===== config.mk =====
export PLATFORM = sky130hd
export DESIGN_NAME = gpio_ctrl
export DESIGN_NICKNAME = d
export VERILOG_FILES = /design/src/rtl/gpio_ctrl_pkg.sv /design/src/rtl/gpio_ctrl_insync.sv /design/src/rtl/gpio_ctrl.sv
export SDC_FILE = /design/constraint.sdc
export NUM_CORES = 1
export LEC_CHECK = 0
export BUFFER_PORTS_ARGS = -buffer_cell sky130_fd_sc_hd__clkbuf_2
export CAP_MARGIN = 0
export CORE_MARGIN = 10
export CORE_UTILIZATION = 35
export DETAILED_ROUTE_END_ITERATION = 8
export GPL_TIMING_DRIVEN = 1
export PLACE_DENSITY = 0.57
export SYNTH_ARGS = -nofsm -noshare
export SYNTH_HDL_FRONTEND = slang
export SYNTH_HIERARCHICAL = 1
export SYNTH_SLANG_ARGS = --single-unit

===== constraint.sdc =====
create_clock -name aclk -period 3.4 [get_ports aclk]
set_input_delay 1.02 -clock aclk [delete_from_list [all_inputs] [get_ports aclk]]
set_output_delay 1.02 -clock aclk [all_outputs]
set_load 0.02 [all_outputs]

===== src/rtl/gpio_ctrl_pkg.sv =====
// Shared definitions for the GPIO controller: register offsets, access FSM states, bus width.
package gpio_ctrl_pkg;

    localparam int DATA_W = 32;

    localparam logic [4:0] ADDR_DATA_OUT = 5'h00;
    localparam logic [4:0] ADDR_TRI      = 5'h04;
    localparam logic [4:0] ADDR_DATA_IN  = 5'h08;
    localparam logic [4:0] ADDR_IRQ_EN   = 5'h0C;
    localparam logic [4:0] ADDR_IRQ_STAT = 5'h10;
    localparam logic [4:0] ADDR_EDGE_SEL = 5'h14;

    typedef enum logic [1:0] {
        ST_IDLE     = 2'd0,
        ST_ACK      = 2'd1,
        ST_WAIT_LOW = 2'd2
    } acc_state_t;

endpackage


===== src/rtl/gpio_ctrl_insync.sv =====
// Pin input path: 2-flop synchronizer, optional debounce (GPIO_DEBOUNCE_EN), per-pin edge detector.
module gpio_ctrl_insync #(
    parameter int W   = 8,
    parameter int DIV = 1000
) (
    input  logic         aclk,
    input  logic         aresetn,
    input  logic [W-1:0] pin_raw,
    input  logic [W-1:0] edge_sel,
    output logic [W-1:0] filt,
    output logic [W-1:0] edge_pulse
);

    logic [W-1:0] sync1;
    logic [W-1:0] sync2;
    logic [W-1:0] prev;

    always_ff @(posedge aclk or negedge aresetn) begin
        if (!aresetn) begin
            sync1 <= '0;
            sync2 <= '0;
        end else begin
            sync1 <= pin_raw;
            sync2 <= sync1;
        end
    end

`ifdef GPIO_DEBOUNCE_EN
    localparam int CW = (DIV > 1) ? $clog2(DIV) : 1;

    logic [CW-1:0] cnt;
    logic          tick;
    logic [W-1:0]  hist0;
    logic [W-1:0]  hist1;
    logic [W-1:0]  deb;
    logic [W-1:0]  stable;

    assign tick   = (cnt == CW'(DIV - 1));
    // A pin is stable when the current sample matches both previous tick samples.
    assign stable = ~(sync2 ^ hist0) & ~(sync2 ^ hist1);

    always_ff @(posedge aclk or negedge aresetn) begin
        if (!aresetn) begin
            cnt   <= '0;
            hist0 <= '0;
            hist1 <= '0;
            deb   <= '0;
        end else begin
            cnt <= tick ? '0 : cnt + CW'(1);
            if (tick) begin
                hist1 <= hist0;
                hist0 <= sync2;
                deb   <= (deb & ~stable) | (sync2 & stable);
            end
        end
    end

    assign filt = deb;
`else
    logic unused_div;
    assign unused_div = (DIV > 0);
    assign filt       = sync2;
`endif

    always_ff @(posedge aclk or negedge aresetn) begin
        if (!aresetn) begin
            prev <= '0;
        end else begin
            prev <= filt;
        end
    end

    // edge_sel 0 selects rising, 1 selects falling.
    assign edge_pulse = (~edge_sel & filt & ~prev) | (edge_sel & ~filt & prev);

endmodule


===== src/rtl/gpio_ctrl.sv =====
// Register-programmed tri-state GPIO controller with 4-phase register access and edge interrupts.
// Optional input debounce is enabled by defining GPIO_DEBOUNCE_EN.
module gpio_ctrl
    import gpio_ctrl_pkg::*;
#(
    parameter int          C_GPIO_WIDTH   = 8,
    parameter logic [31:0] C_TRI_DEFAULT  = 32'hFFFF_FFFF,
    parameter logic [31:0] C_DOUT_DEFAULT = 32'h0000_0000,
    parameter int          C_DEBOUNCE_DIV = 1000
) (
    input  logic                    aclk,
    input  logic                    aresetn,
    input  logic                    reg_req,
    input  logic                    reg_wr,
    input  logic [4:0]              reg_addr,
    input  logic [DATA_W-1:0]       reg_wdata,
    output logic                    reg_ack,
    output logic [DATA_W-1:0]       reg_rdata,
    output logic [C_GPIO_WIDTH-1:0] m_tri_t,
    output logic [C_GPIO_WIDTH-1:0] m_tri_o,
    input  logic [C_GPIO_WIDTH-1:0] m_tri_i,
    output logic                    irq
);

    localparam int W = C_GPIO_WIDTH;

    acc_state_t        state_q;
    acc_state_t        state_d;
    logic              access;
    logic              wr_en;
    logic              rd_en;
    logic [4:0]        addr_w;
    logic [W-1:0]      wdata_w;

    logic [W-1:0]      data_out;
    logic [W-1:0]      tri_reg;
    logic [W-1:0]      irq_en;
    logic [W-1:0]      irq_stat;
    logic [W-1:0]      edge_sel;
    logic [W-1:0]      data_in;
    logic [W-1:0]      edge_pulse;
    logic [W-1:0]      w1c;
    logic [DATA_W-1:0] rdata_mux;
    logic [DATA_W-1:0] rdata_q;

    logic unused_bits;
    assign unused_bits = &{1'b0, reg_addr[1:0], reg_wdata};

    always_ff @(posedge aclk or negedge aresetn) begin
        if (!aresetn) begin
            state_q <= ST_IDLE;
        end else begin
            state_q <= state_d;
        end
    end

    always_comb begin
        state_d = state_q;
        case (state_q)
            ST_IDLE:     if (reg_req) state_d = ST_ACK;
            ST_ACK:      state_d = ST_WAIT_LOW;
            ST_WAIT_LOW: if (!reg_req) state_d = ST_IDLE;
            default:     state_d = ST_IDLE;
        endcase
    end

    // Writes commit and reads capture on the edge that leaves IDLE.
    assign access  = (state_q == ST_IDLE) && reg_req;
    assign wr_en   = access && reg_wr;
    assign rd_en   = access && !reg_wr;
    assign addr_w  = {reg_addr[4:2], 2'b00};
    assign wdata_w = reg_wdata[W-1:0];
    assign reg_ack = (state_q == ST_ACK);

    always_ff @(posedge aclk or negedge aresetn) begin
        if (!aresetn) begin
            data_out <= C_DOUT_DEFAULT[W-1:0];
            tri_reg  <= C_TRI_DEFAULT[W-1:0];
            irq_en   <= '0;
            edge_sel <= '0;
        end else if (wr_en) begin
            case (addr_w)
                ADDR_DATA_OUT: data_out <= wdata_w;
                ADDR_TRI:      tri_reg  <= wdata_w;
                ADDR_IRQ_EN:   irq_en   <= wdata_w;
                ADDR_EDGE_SEL: edge_sel <= wdata_w;
                default:       ;
            endcase
        end
    end

    assign w1c = (wr_en && addr_w == ADDR_IRQ_STAT) ? wdata_w : '0;

    // A new edge in the same cycle as its W1C keeps the bit set.
    always_ff @(posedge aclk or negedge aresetn) begin
        if (!aresetn) begin
            irq_stat <= '0;
            irq      <= 1'b0;
        end else begin
            irq_stat <= (irq_stat & ~w1c) | edge_pulse;
            irq      <= |(irq_stat & irq_en);
        end
    end

    always_comb begin
        rdata_mux = '0;
        case (addr_w)
            ADDR_DATA_OUT: rdata_mux = DATA_W'(data_out);
            ADDR_TRI:      rdata_mux = DATA_W'(tri_reg);
            ADDR_DATA_IN:  rdata_mux = DATA_W'(data_in);
            ADDR_IRQ_EN:   rdata_mux = DATA_W'(irq_en);
            ADDR_IRQ_STAT: rdata_mux = DATA_W'(irq_stat);
            ADDR_EDGE_SEL: rdata_mux = DATA_W'(edge_sel);
            default:       rdata_mux = '0;
        endcase
    end

    always_ff @(posedge aclk or negedge aresetn) begin
        if (!aresetn) begin
            rdata_q <= '0;
        end else if (rd_en) begin
            rdata_q <= rdata_mux;
        end
    end

    assign reg_rdata = rdata_q;
    assign m_tri_t   = tri_reg;
    assign m_tri_o   = data_out;

    gpio_ctrl_insync #(
        .W   (W),
        .DIV (C_DEBOUNCE_DIV)
    ) u_insync (
        .aclk       (aclk),
        .aresetn    (aresetn),
        .pin_raw    (m_tri_i),
        .edge_sel   (edge_sel),
        .filt       (data_in),
        .edge_pulse (edge_pulse)
    );

endmodule

Word-level counts from Yosys, hierarchy flattened
Cells that the tools add are included.
Widths: inputs -> output; s select.
{ "op_classes": {"bitwise": 12, "reduce_logical": 13, "eq_ne": 9, "muxes": 5} }
{ "op_table": {"columns": ["op", "count"], "rows": [
  ["$and 8x8->8", 6],
  ["$pmux 8 s6", 1],
  ["$not 8->8", 4],
  ["$or 8x8->8", 2],
  ["$reduce_and 2->1", 5],
  ["$mux 8", 1],
  ["$reduce_or 8->1", 1],
  ["$eq 3x2->1 const B", 2],
  ["$eq 3x3->1 const B", 2],
  ["$pmux 2 s3", 1],
  ["$logic_not 5->1", 1],
  ["$logic_and 1x1->1", 4],
  ["$mux 2", 2],
  ["$ne 2x2->1 const B", 2],
  ["$eq 3x1->1 const B", 1],
  ["$eq 2x1->1 const B", 1],
  ["$eq 2x2->1 const B", 1],
  ["$logic_not 2->1", 1],
  ["$logic_not 1->1", 1]
]} }
{ "word_totals": {"ff_bits": 99, "elab_cells": 50, "inputBits": 49} }

Logic depth before layout (Yosys ltp)
{ "depth": {"word_depth": 8, "mapped_depth": 7} }

By module
Netlist, hierarchy kept.
{ "by_module_without_submodules": {"columns": ["mod", "n_inst", "area_each_um2", "cells_each"], "rows": [
  ["gpio_ctrl", 1, 2632.5, 212],
  ["gpio_ctrl_insync", 1, 777.0, 48]
]} }

Worst setup path before layout
Ideal clock, no wire load.
{ "synth_path": {"kind": "input-to-reg", "startpoint": "input reg_addr[4]", "endpoint": "register irq_en[0]", "slack_ps": 1194, "n_path_buf": 2, "t_required_ps": 3275, "t_arrival_ps": 2082, "stages": 6, "setup_time_ps": 125, "cell_sequence": "buf_2 nor2b_4 and2_4 and2_1 buf_6 mux2_2"} }
{ "synth_between": {"elab_chain_cells": 2} }
{ "synth_rtl": {"columns": ["item", "line_no", "source"], "rows": [
  ["start: declaration", "gpio_ctrl.sv:15", "input logic [4:0] reg_addr,"],
  ["$eq 3x2->1", "gpio_ctrl.sv:82", "case (addr_w)"],
  ["$reduce_and 2->1 (no source line)", null, null],
  ["end signal: assignment", "gpio_ctrl.sv:85", "ADDR_IRQ_EN: irq_en <= wdata_w;"],
  ["end: declaration", "gpio_ctrl.sv:37", "logic [W-1:0] irq_en;"]
]} }
Every way passes these cells.
A chain may end at the register's enable or synchronous reset.

Final worst setup path
{ "layout_path": {"startpoint": "input reg_addr[3]", "endpoint": "register irq_en[5]"} }
The elaborated chain is that of the path after synthesis.

==> flow_summary.ini <==
[worst_setup_path]
path_cells = clkbuf_2 -> nor2b_4 -> and2_4 -> and2_1 -> mux2_2
cp_num_buf_inv = 1
critical_path.startpoint = reg_addr[3]
cp-end-kind = flop
reg2reg_depth = 4
r2r-start = state_q[1]
cp_slowest_cell = and2_1
cp.required_ps = 3640
cpPeakStageDelay_ps = 390
reg2reg_to = m_tri_o[2]
cp_num_cells = 5
criticalPathCategory = input port to flop
worstPathArrival_ps = 2540
critPathLaunchType = input port
r2r_slack_ps = 1600
critPathTopFamily = simple AND/OR/NAND/NOR gates
crit_end = irq_en[5]
worstPathMaxFanout = 8

[floorplan]
die_height_microns = 118.7
num_rows = 35
coreArea_sq_mm = 0.009371
die_w_microns = 118.7
start_util_pct = 36.38
die_area_sq_mm = 0.01409
ios = 99

[power_and_ir_drop]
power_switching_mw = 0.9964
intPower_mw = 2.020
power_frac_seq_pct = 45.3
p_per_area_mw_per_mm2 = 766.2
comb_power_share_pct = 28.8
pwr-share-clk_pct = 25.9
p_leak_nw = 1.742
switching_share_pct = 33.03
ir_drop_uv = 458.6

[route]
ant_nets = 0
wl_per_cell_microns = 16.84
vias = 2145
drc_errors = 0
firstDrtPassIters = 4
routed_via_density = 4.767
drtIter0Drc = 110
drt_wl_total_microns = 7579

[placement]
dp_hpwl_microns = 5449
dp_slack_ps = 690.2
gp_congestion = 0.7594
port_buffers = 48

[cts]
clkLatencyLatePin_ps = 350
cts_setup_buffers = 0
ctsResizeCount = 0
cts_hold_buf = 0
clockRootBuffer = clkbuf_8
cts_tree = built
clkTransAtPathRegs_ps = 80
clkSinkCount = 75
h-tree-depth = 3
clockBufferDepth = 2
cts_made_buffers = 9

[yosys]
syn_inst = 260
ys_seq_area_share_pct = 55.34
yosysTopAreaCell = dfrtp_1
mappedNetlistArea_sq_mm = 0.003410
synth_top_area_share_pct = 49.17
ys_top_cells_by_area = dfrtp_1, mux2_2, dfstp_2
synth_cell_types = 38
synth-seq-cells = 75
synth_area_per_cell_sq_um = 13.11
synth_warnings = 6

[sta]
worst_slack_ps = 1093
fmax_mhz = 433.4
report.final.slew_viol_count = 0
hold_viol_final = 0
setup_tns_ps = 0
setup_violations = 0
finalCriticalPeriod_ps = 2307
tightest_slew_ps = 922.5
relSlewSlack_pct = 38.50
period_share_pct = 67.86
skew_ps = 6.026
rsz0062_at_grt = false

[hold_path]
hold_depth = 0
hp-class = flop to flop

[finish]
drive_gt1_share_pct = 41.74
syn2layout_area_growth_pct = 15.49
fill_cells = 915
final_nets = 365
diodes = 0

[global_route]
grt_pass1_wl_microns = 12430
antenna_found_initial = 0
grt_util_all_layers_pct = 11.02
gr-total-overflow = 0
grt_max_degree = 76
grt_pass1_vias = 2349

[run]
max-cap-violations = 0

[run_status]
outcome = finished, final reports clean
## registers in the layout (all words and copies together) (netlist names)
register        cells
m_tri_o             8
m_tri_t             8
irq_en              8
irq                 1
reg_rdata           8
u_insync/prev       8
state_q             2
edge_sel            8
u_insync/filt       8
u_insync/sync1      8
irq_stat            8
## worst min path at each step
stage / to / slack [ps] / start
6_report: u_insync/filt[5] / 340 / u_insync/sync1[5]
5_1_grt: u_insync/filt[1] / 360 / u_insync/sync1[1]
4_1_cts: u_insync/filt[6] / 350 / u_insync/sync1[6]
3_5_place_dp: u_insync/filt[4] / 340 / u_insync/sync1[4]
3_3_place_gp: u_insync/filt[0] / 330 / u_insync/sync1[0]
2_1_floorplan: u_insync/filt[0] / 330 / u_insync/sync1[0]
## synth_stat cells (all sizes together)
| cell type | count |
|---|---|
| nand4bb | 1 |
| a2bb2oi | 4 |
| a22oi | 11 |
| nand2b | 9 |
| mux2 | 36 |
| and2 | 3 |
| inv | 4 |
| mux4 | 3 |
| nand3 | 6 |
| a21o | 8 |
| nand2 | 20 |
| nand4 | 2 |
| a221o | 1 |
| nor2 | 7 |
| o21bai | 1 |
| a21oi | 3 |
| dfstp | 8 |
| nand3b | 1 |
| buf | 33 |
| nor3b | 1 |
| o22ai | 7 |
| o21ai | 6 |
| dfrtp | 67 |
| conb | 1 |
| o221ai | 1 |
| nor2b | 4 |
| nor4 | 1 |
| nor3 | 1 |
| mux2i | 5 |
| clkbuf | 1 |
| a31oi | 4 |
## power by group through the flow
| stage | Clock (mW) | Sequential, mW | Combinational (mW) |
|---|---|---|---|
| 6_report | 0.780 | 1.37 | 0.869 |
| 3_5_place_dp | 0 | 1.39 | 0.883 |
| 2_1_floorplan | 0 | 1.51 | 0.474 |
| 3_3_place_gp | 0 | 1.37 | 0.874 |
| 4_1_cts | 0.802 | 1.37 | 0.886 |
| 5_1_grt | 0.847 | 1.41 | 0.954 |
## cell families (layout without fill, tap and decap cells)
kind of cell | count (synthesis) | in the layout | synth area share (%)
muxes | 44 | 44 | 15.34
buffers and inverters | 38 | 76 | 7.779
other | 1 | 24 | 0.1100
DFF | 75 | 75 | 55.34
and+or+nand+nor | 56 | 56 | 10.83
AOI/OAI and AO/OA | 46 | 46 | 10.61
## layer usage
layer / global-route usage, % / share of wire (%) / wire length [microns]
met3: 3.237 / 5.4 / 413
met2: 16.70 / 47 / 3593
met1: 14.06 / 46 / 3452
met5: 0 / 0 / 0
met4: 5.267 / 1.6 / 119
## worst register-to-register path, cell delays in order, from the launching register on
cell and delay, ps:
dfrtp_1 430, nand4bb_4 280, nor4_4 410, buf_4 240, mux2_2 330
## layout by cell type (no fill, tap or decap), types with 4 or more instances in the layout
cell type	instances
nand3_1	5
buf_4	9
mux2_2	36
nand2_1	20
a22oi_1	11
nand2b_1	9
nor2_1	7
mux2i_1	5
clkbuf_8	11
o21ai_0	5
dfstp_2	8
a31oi_1	4
o22ai_2	7
a21o_1	8
inv_1	4
dfrtp_1	67
a2bb2oi_1	4
conb_1	24
clkbuf_2	47
## area by class of cell
class	instances	area, sq um	area share [%]
clock buffer	12	155.1	3.940
tap	129	161.4	4.099
timing repair buffer	56	302.8	7.690
multi-input combinational	170	1344	34.13
sequential	75	1887	47.92
clock inverter	4	72.57	1.843
inverter	4	15.01	0.3813
## per-stage QoR
step,cells,hold WS [ps],cell area [sq um],power [mW],util (%)
after floorplan,283,331.2,3496,1.979,-
after global placement,434,333.4,3710,2.244,39.59
after detailed placement,434,337.1,3710,2.269,39.59
after CTS,450,350.0,3938,3.057,42.02
after global routing,450,357.7,3938,3.212,42.02
final,450,344.7,3938,3.017,42.02
(Power assumes the default switching activity.)
